### src/rtl/id_ex_stage.sv
`default_nettype none
// ============================================================================
//  Module   : id_ex_stage
//  Desc     : ID/EX pipeline register with load-use hazard detection.
//             Stalls PC and IF/ID and inserts a bubble when a load in EX
//             feeds the instruction in ID; honours branch flushes from EX.
//  Revision : 1.0  initial release
// ============================================================================
module id_ex_stage #(
  parameter int DATA_W = 32,
  parameter int CNT_W  = 16
) (
  input  logic              clk,
  input  logic              rst_n,
  input  logic [4:0]        id_rs,
  input  logic [4:0]        id_rt,
  input  logic [4:0]        id_rd,
  input  logic              id_uses_rs,
  input  logic              id_uses_rt,
  input  logic [DATA_W-1:0] id_rdata1,
  input  logic [DATA_W-1:0] id_rdata2,
  input  logic [DATA_W-1:0] id_imm,
  input  logic [8:0]        id_ctrl,
  input  logic              id_valid,
  input  logic              flush,
  output logic [4:0]        ex_rs,
  output logic [4:0]        ex_rt,
  output logic [4:0]        ex_rd,
  output logic [DATA_W-1:0] ex_rdata1,
  output logic [DATA_W-1:0] ex_rdata2,
  output logic [DATA_W-1:0] ex_imm,
  output logic [8:0]        ex_ctrl,
  output logic              ex_valid,
  output logic              pc_write,
  output logic              if_id_write,
  output logic [CNT_W-1:0]  stall_count
);

  // Position of MemRead inside the control bundle.
  localparam int             c_MEMREAD_BIT = 7;
  localparam logic [CNT_W-1:0] c_CNT_MAX   = '1;
  localparam logic [CNT_W-1:0] c_CNT_ONE   = {{(CNT_W-1){1'b0}}, 1'b1};

  logic [4:0]        ex_rs_q, ex_rs_d;
  logic [4:0]        ex_rt_q, ex_rt_d;
  logic [4:0]        ex_rd_q, ex_rd_d;
  logic [DATA_W-1:0] ex_rdata1_q, ex_rdata1_d;
  logic [DATA_W-1:0] ex_rdata2_q, ex_rdata2_d;
  logic [DATA_W-1:0] ex_imm_q, ex_imm_d;
  logic [8:0]        ex_ctrl_q, ex_ctrl_d;
  logic              ex_valid_q, ex_valid_d;
  logic [CNT_W-1:0]  stall_count_q, stall_count_d;

  logic w_hz;
  logic w_stall;
  logic w_bubble;

  // Load-use detection: only registered EX state and ID inputs are used, so
  // a bubble in EX (valid = 0, ctrl = 0) can never re-trigger a stall.
  always_comb begin
    w_hz = ex_ctrl_q[c_MEMREAD_BIT] & ex_valid_q & (ex_rt_q != 5'd0) & id_valid &
           ((id_uses_rs & (ex_rt_q == id_rs)) | (id_uses_rt & (ex_rt_q == id_rt)));
    // A wrong-path instruction being flushed must not hold the front end.
    w_stall  = w_hz & ~flush;
    w_bubble = flush | w_stall;
  end

  // Next-state for the pipeline register and the saturating stall counter.
  always_comb begin
    ex_rs_d       = id_rs;
    ex_rt_d       = id_rt;
    ex_rd_d       = id_rd;
    ex_rdata1_d   = id_rdata1;
    ex_rdata2_d   = id_rdata2;
    ex_imm_d      = id_imm;
    ex_ctrl_d     = id_valid ? id_ctrl : 9'd0;
    ex_valid_d    = id_valid;
    stall_count_d = stall_count_q;
    if (w_bubble) begin
      // Zeroed specifiers keep the forwarding comparators from matching a bubble.
      ex_rs_d    = 5'd0;
      ex_rt_d    = 5'd0;
      ex_rd_d    = 5'd0;
      ex_ctrl_d  = 9'd0;
      ex_valid_d = 1'b0;
    end
    if (w_stall && (stall_count_q != c_CNT_MAX)) begin
      stall_count_d = stall_count_q + c_CNT_ONE;
    end
  end

  // ID/EX state register with asynchronous active-low reset.
  always_ff @(posedge clk or negedge rst_n) begin
    if (!rst_n) begin
      ex_rs_q       <= 5'd0;
      ex_rt_q       <= 5'd0;
      ex_rd_q       <= 5'd0;
      ex_rdata1_q   <= '0;
      ex_rdata2_q   <= '0;
      ex_imm_q      <= '0;
      ex_ctrl_q     <= 9'd0;
      ex_valid_q    <= 1'b0;
      stall_count_q <= '0;
    end else begin
      ex_rs_q       <= ex_rs_d;
      ex_rt_q       <= ex_rt_d;
      ex_rd_q       <= ex_rd_d;
      ex_rdata1_q   <= ex_rdata1_d;
      ex_rdata2_q   <= ex_rdata2_d;
      ex_imm_q      <= ex_imm_d;
      ex_ctrl_q     <= ex_ctrl_d;
      ex_valid_q    <= ex_valid_d;
      stall_count_q <= stall_count_d;
    end
  end

  assign ex_rs       = ex_rs_q;
  assign ex_rt       = ex_rt_q;
  assign ex_rd       = ex_rd_q;
  assign ex_rdata1   = ex_rdata1_q;
  assign ex_rdata2   = ex_rdata2_q;
  assign ex_imm      = ex_imm_q;
  assign ex_ctrl     = ex_ctrl_q;
  assign ex_valid    = ex_valid_q;
  assign stall_count = stall_count_q;
  assign pc_write    = ~w_stall;
  assign if_id_write = ~w_stall;

endmodule
`default_nettype wire

### config.mk
export PLATFORM = sky130hd
export DESIGN_NAME = id_ex_stage
export DESIGN_NICKNAME = d
export VERILOG_FILES = /design/src/rtl/id_ex_stage.sv
export SDC_FILE = /design/constraint.sdc
export NUM_CORES = 1
export LEC_CHECK = 0
export CAP_MARGIN = 20
export CORE_MARGIN = 2
export CORE_UTILIZATION = 35
export DETAILED_ROUTE_END_ITERATION = 6
export DONT_BUFFER_PORTS = 1
export PLACE_DENSITY = 0.47
export SLEW_MARGIN = 20
export SYNTH_ARGS = -nofsm -noshare
export SYNTH_HDL_FRONTEND = slang
export SYNTH_SLANG_ARGS = --single-unit
### constraint.sdc
create_clock -name clk -period 5.55 [get_ports clk]
set_input_delay 1.11 -clock clk [delete_from_list [all_inputs] [get_ports clk]]
set_output_delay 1.11 -clock clk [all_outputs]
set_load 0.02 [all_outputs]
# Yosys cells after proc, flatten, opt, wreduce, memory -nomap -nowiden
# Index checks and enable logic that the tools add are counted.
[totals] reg_bits=137 latch_bits=0 mem_bits_rw=0 rom_bits=0 input_bits=126 out_inout_bits=139 word_cells=32 memories=0
[op_classes] addsub=1 mul=0 div=0 magnitude_cmp=0 n_eq_ne=3 n_shift=0 n_mux=6 bitwise_logic=11 reduce_logical=2
[ops] cell="2-to-1 mux 9 bit" n=2
[ops] cell="adder 16 x 1 -> 16 bit (second input constant)" n=1
[ops] cell="!= test 16 bit (second input constant)" n=1
[ops] cell="2-to-1 mux 5 bit" n=3
[ops] cell="equality test 5 bit" n=2
[ops] cell="bitwise AND 1 bit" n=7
[ops] cell="nonzero test 5 bit" n=1
[ops] cell="NOT 1 bit" n=2
[ops] cell="bitwise OR 1 bit" n=2
[ops] cell="logical AND 1 bit" n=1
[ops] cell="2-to-1 mux 1 bit" n=1

# Depth between registers and ports, before layout
[depth] depth_word=7 depth_mapped=6 ltp_nobuf=6

# Worst setup path after synthesis
# OpenSTA, ideal clock, no wires.
[synth_path] path_type="in2out" startpoint="input port id_rt[1]" endpoint="output port pc_write" t_arrival_ps=2102 required_ps=4440 setup_slack_ps=2338 cell_stages=5 path_buffers=1 path_cell_list="xnor2_1 > nand4_1 > o22ai_2 > nand2_1 > buf_4"
[synth_between] elab_chain_cells=6
[synth_rtl] element="start, declared" line="16" text="input logic [4:0] id_rt,"
[synth_rtl] element="equality test 5 bit" line="62" text="((id_uses_rs & (ex_rt_q == id_rs)) | (id_uses_rt & (ex_rt_q == id_rt)));"
[synth_rtl] element="bitwise AND 1 bit" line="62"
[synth_rtl] element="bitwise OR 1 bit" line="62"
[synth_rtl] element="bitwise AND 1 bit" line="61" text="w_hz = ex_ctrl_q[c_MEMREAD_BIT] & ex_valid_q & (ex_rt_q != 5'd0) & id_valid &"
[synth_rtl] element="bitwise AND 1 bit" line="64" text="w_stall = w_hz & ~flush;"
[synth_rtl] element="NOT 1 bit"
[synth_rtl] element="end, declared" line="34" text="output logic pc_write,"
# Every way passes these cells.

# Worst setup path after layout
[layout_path] startpoint="register ex_rt_q[1], in the netlist ex_rt[1]" endpoint="output port if_id_write"
[layout_between] elab_chain_cells=6 word_cells_on_any_way=11 cone_classes="eq/ne (2); bitwise (8); reduce/logical (1)"
[layout_rtl] element="start, declared" line="45" text="logic [4:0] ex_rt_q, ex_rt_d;"
[layout_rtl] element="start signal, assigned" line="106" text="ex_rt_q <= ex_rt_d;"
[layout_rtl] element="equality test 5 bit / nonzero test 5 bit (equally long branches)" line="62, 61"
[layout_rtl] element="bitwise AND 1 bit (on tied branches)" line="62, 61"
[layout_rtl] element="bitwise OR 1 bit / bitwise AND 1 bit (equally long branches)" line="62, 61"
[layout_rtl] element="bitwise AND 1 bit *" line="61"
[layout_rtl] element="bitwise AND 1 bit *" line="64"
[layout_rtl] element="NOT 1 bit *" line="127" text="assign if_id_write = ~w_stall;"
[layout_rtl] element="end, declared" line="35" text="output logic if_id_write,"
# Every way passes the cells marked *; elsewhere a longest branch is shown, timed or not.

==> metrics.cfg <==
[min_path]
hold_class=input port to asynchronous set/reset pin

[setup_path]
cp-start-kind=flop
crit_arrival_ps=2240
reg2regPathDepth=5
crit_family=simple AND/OR/NAND/NOR gates
reg2reg_slack_ps=3280
cpPeakStageDelay_ps=590
r2r-end=stall_count[1]
end_kind=output pin
r2r_start=ex_rt[0]
criticalPathCategory=flop to output pin
slowest_stage=or4_4
worst-path-buf-inv=0
path_max_fanout=16
required_ps=4440
path_cells=or4_4, o21a_1, nand2_1

[timing]
fin_skew_ps=7.574
hold_viol_final=0
slew_violations=0
tightest_slew_ps=505.5
setup_viol=0
post-route-period-util_pct=60.44
max_slew_margin_pct=66.30
setup_tns_ps=0
fmax_ghz=0.2981
fin_crit_ps=3354
rsz0062_at_grt=no

[synthesis]
synth.area.top_cells=dfrtp_1 (81%), and2_1 (3.7%), xnor2_1 (2.5%), xor2_1 (2.5%), nand4_1 (1.3%)
synth_top_cell_by_area=dfrtp_1
syn_area_per_cell_sq_um=17.23
syn_nets=372
synth-async-reset-ratio_pct=100.0
postSynthCellCount=245
yosys_warnings=0
ys_ff_latch=137
ys_seq_area_share_pct=81.21
ys_types=30
synth_top_area_share_pct=81.21
synth-edff-count=0
synth_ff_type=dfrtp_1
netlist_area_sq_um=4222

[detailed_routing]
via_count=2068
dr.pass1.iters=4
via_per_inst=4.924
drt-initial-drc-count=73
routedWlPerCell_microns=21.65
met2WireLength_mm=4.740
wl_met3_mm=1.141
ant_nets=0
drc_errors=0
route.top_layer_used=met5
drt-total-wl_mm=9.095
wl_met1_mm=3.075

[pwr]
leakage_nw=2.261
pwr_density_cell_nw_per_um2=457.6
power_mw=2.284
max-vdd-ir-drop_uv=228.3

[clocking]
cts_buffer_depth=2
h-tree-depth=4
cts_num_sinks=137
cts.clk_slew.worst_paths_ps=60
post-cts-setup-buffers=0
cts_tree=done
clock_latency_ps=400
cts_resized=0
cts_buffers=17
clockRootBuffer=clkbuf_16
hold_buffers=0

[floorplanning]
initial_core_util_pct=35.44
design.core.area_sq_um=11910
rows=40
die_x_microns=113.8
dieArea_sq_um=12960
pin_count=265
die_h_microns=113.8

[job]
maxCapViolations=0

[placed_design]
gp_routability_congestion=0.7368
port_buffers=0
post-dp-hpwl_mm=6.589
dp_cells=388

[status]
status=completed

[finish]
layout_commonest_cell=dfrtp_1
finalNetCount=387
n_fill_cell=1103
fin_cells=420
final_cell_mix=dfrtp_1 (137), and2_1 (25), clkbuf_16 (17)
layout-drive-gt1-share_pct=14.34
syn_to_final_growth_pct=18.23

[global_routing]
overflow=0
track_usage_pct=14.05
grt_pass1_vias=2076
grt_pass1_wl_mm=12.82
grt_max_degree=138
antenna_found_initial=2

[synth_stat cells, drive strengths merged (2+ instances only)]
cell     n
and4     2
dfrtp  137
nor3     6
mux2     2
nand3    7
nand2    6
a31oi    2
buf      4
nor2     2
xor2    12
and2    25
xnor2   12
nand4    9
and3     3
nor3b    5
[worst register-to-register path: cells and delay by family, from the launching register on]
kind | cells | cell delay (ps)
AO/OA/AOI/OAI | 1 | 400
flip-flops | 1 | 620
multiplexers | 1 | 370
XOR/XNOR | 1 | 170
AND/OR/NAND/NOR | 2 | 590
[flip-flops by register name (all words and copies together) (netlist names), 5 cells and up]
signal and count:
ex_rd 5, ex_rdata2 32, ex_rdata1 32, ex_imm 32, ex_rt 5, ex_ctrl 9
stall_count 16, ex_rs 5
[cell type report]
type | count | area [sq um] | area share (%)
sequential | 137 | 3428 | 68.69
antenna | 1 | 2.502 | 0.05014
clock buffer | 21 | 470.5 | 9.426
multi-input combinational | 104 | 764.5 | 15.32
tap | 147 | 183.9 | 3.685
clock inverter | 10 | 141.4 | 2.833
[power breakdown]
group	total (mW)	switching [mW]	leakage (nW)	internal, mW
Sequential	1.13	0.0815	1.67	1.04
Clock	1.14	0.395	0.296	0.741
Combinational	0.0221	0.0100	0.296	0.0120
Total	2.28	0.486	2.26	1.80
[metal layers]
layer	vias up	global-route usage [%]
met3	13	8.342
met5	-	0
met2	151	23.47
met4	2	6.585
met1	1051	14.01
li1	851	-
[cells by family (layout without fill, tap and decap cells)]
group | Yosys count | in the layout | synth area share (%)
flip-flops | 137 | 137 | 81.21
AND/OR/NAND/NOR | 70 | 70 | 10.34
XOR/XNOR | 24 | 24 | 4.979
AO/OA/AOI/OAI | 7 | 7 | 1.956
buffers and inverters | 4 | 31 | 0.6817
multiplexers | 2 | 2 | 0.5335
adder cells (fa/ha/maj) | 1 | 1 | 0.2963
other | 0 | 1 | 0
[worst max path at each step]
stage | slack [ps] | endpoint | start | depth (start not counted)
6_report | 2200 | if_id_write | ex_rt[1] | 3
3_3_place_gp | 2300 | if_id_write | flush | 3
3_5_place_dp | 2280 | if_id_write | flush | 3
5_1_grt | 2110 | if_id_write | ex_rt[2] | 3
2_1_floorplan | 2340 | pc_write | id_rt[1] | 5
4_1_cts | 2160 | if_id_write | ex_rt[1] | 3
[stage by stage]
step / hold WS, ps / setup WS (ps) / utilization [%] / cell area (sq um)
finish: 396.2 / 2196 / 41.90 / 4991
global route: 366.6 / 2112 / 41.88 / 4989
CTS: 372.8 / 2163 / 41.88 / 4989
detailed placement: 630.8 / 2278 / 36.74 / 4377
global placement: 629.0 / 2297 / 36.74 / 4377
floorplan: 588.7 / 2338 / - / 4222
No activity file was read; power rests on OpenSTA's default activity.
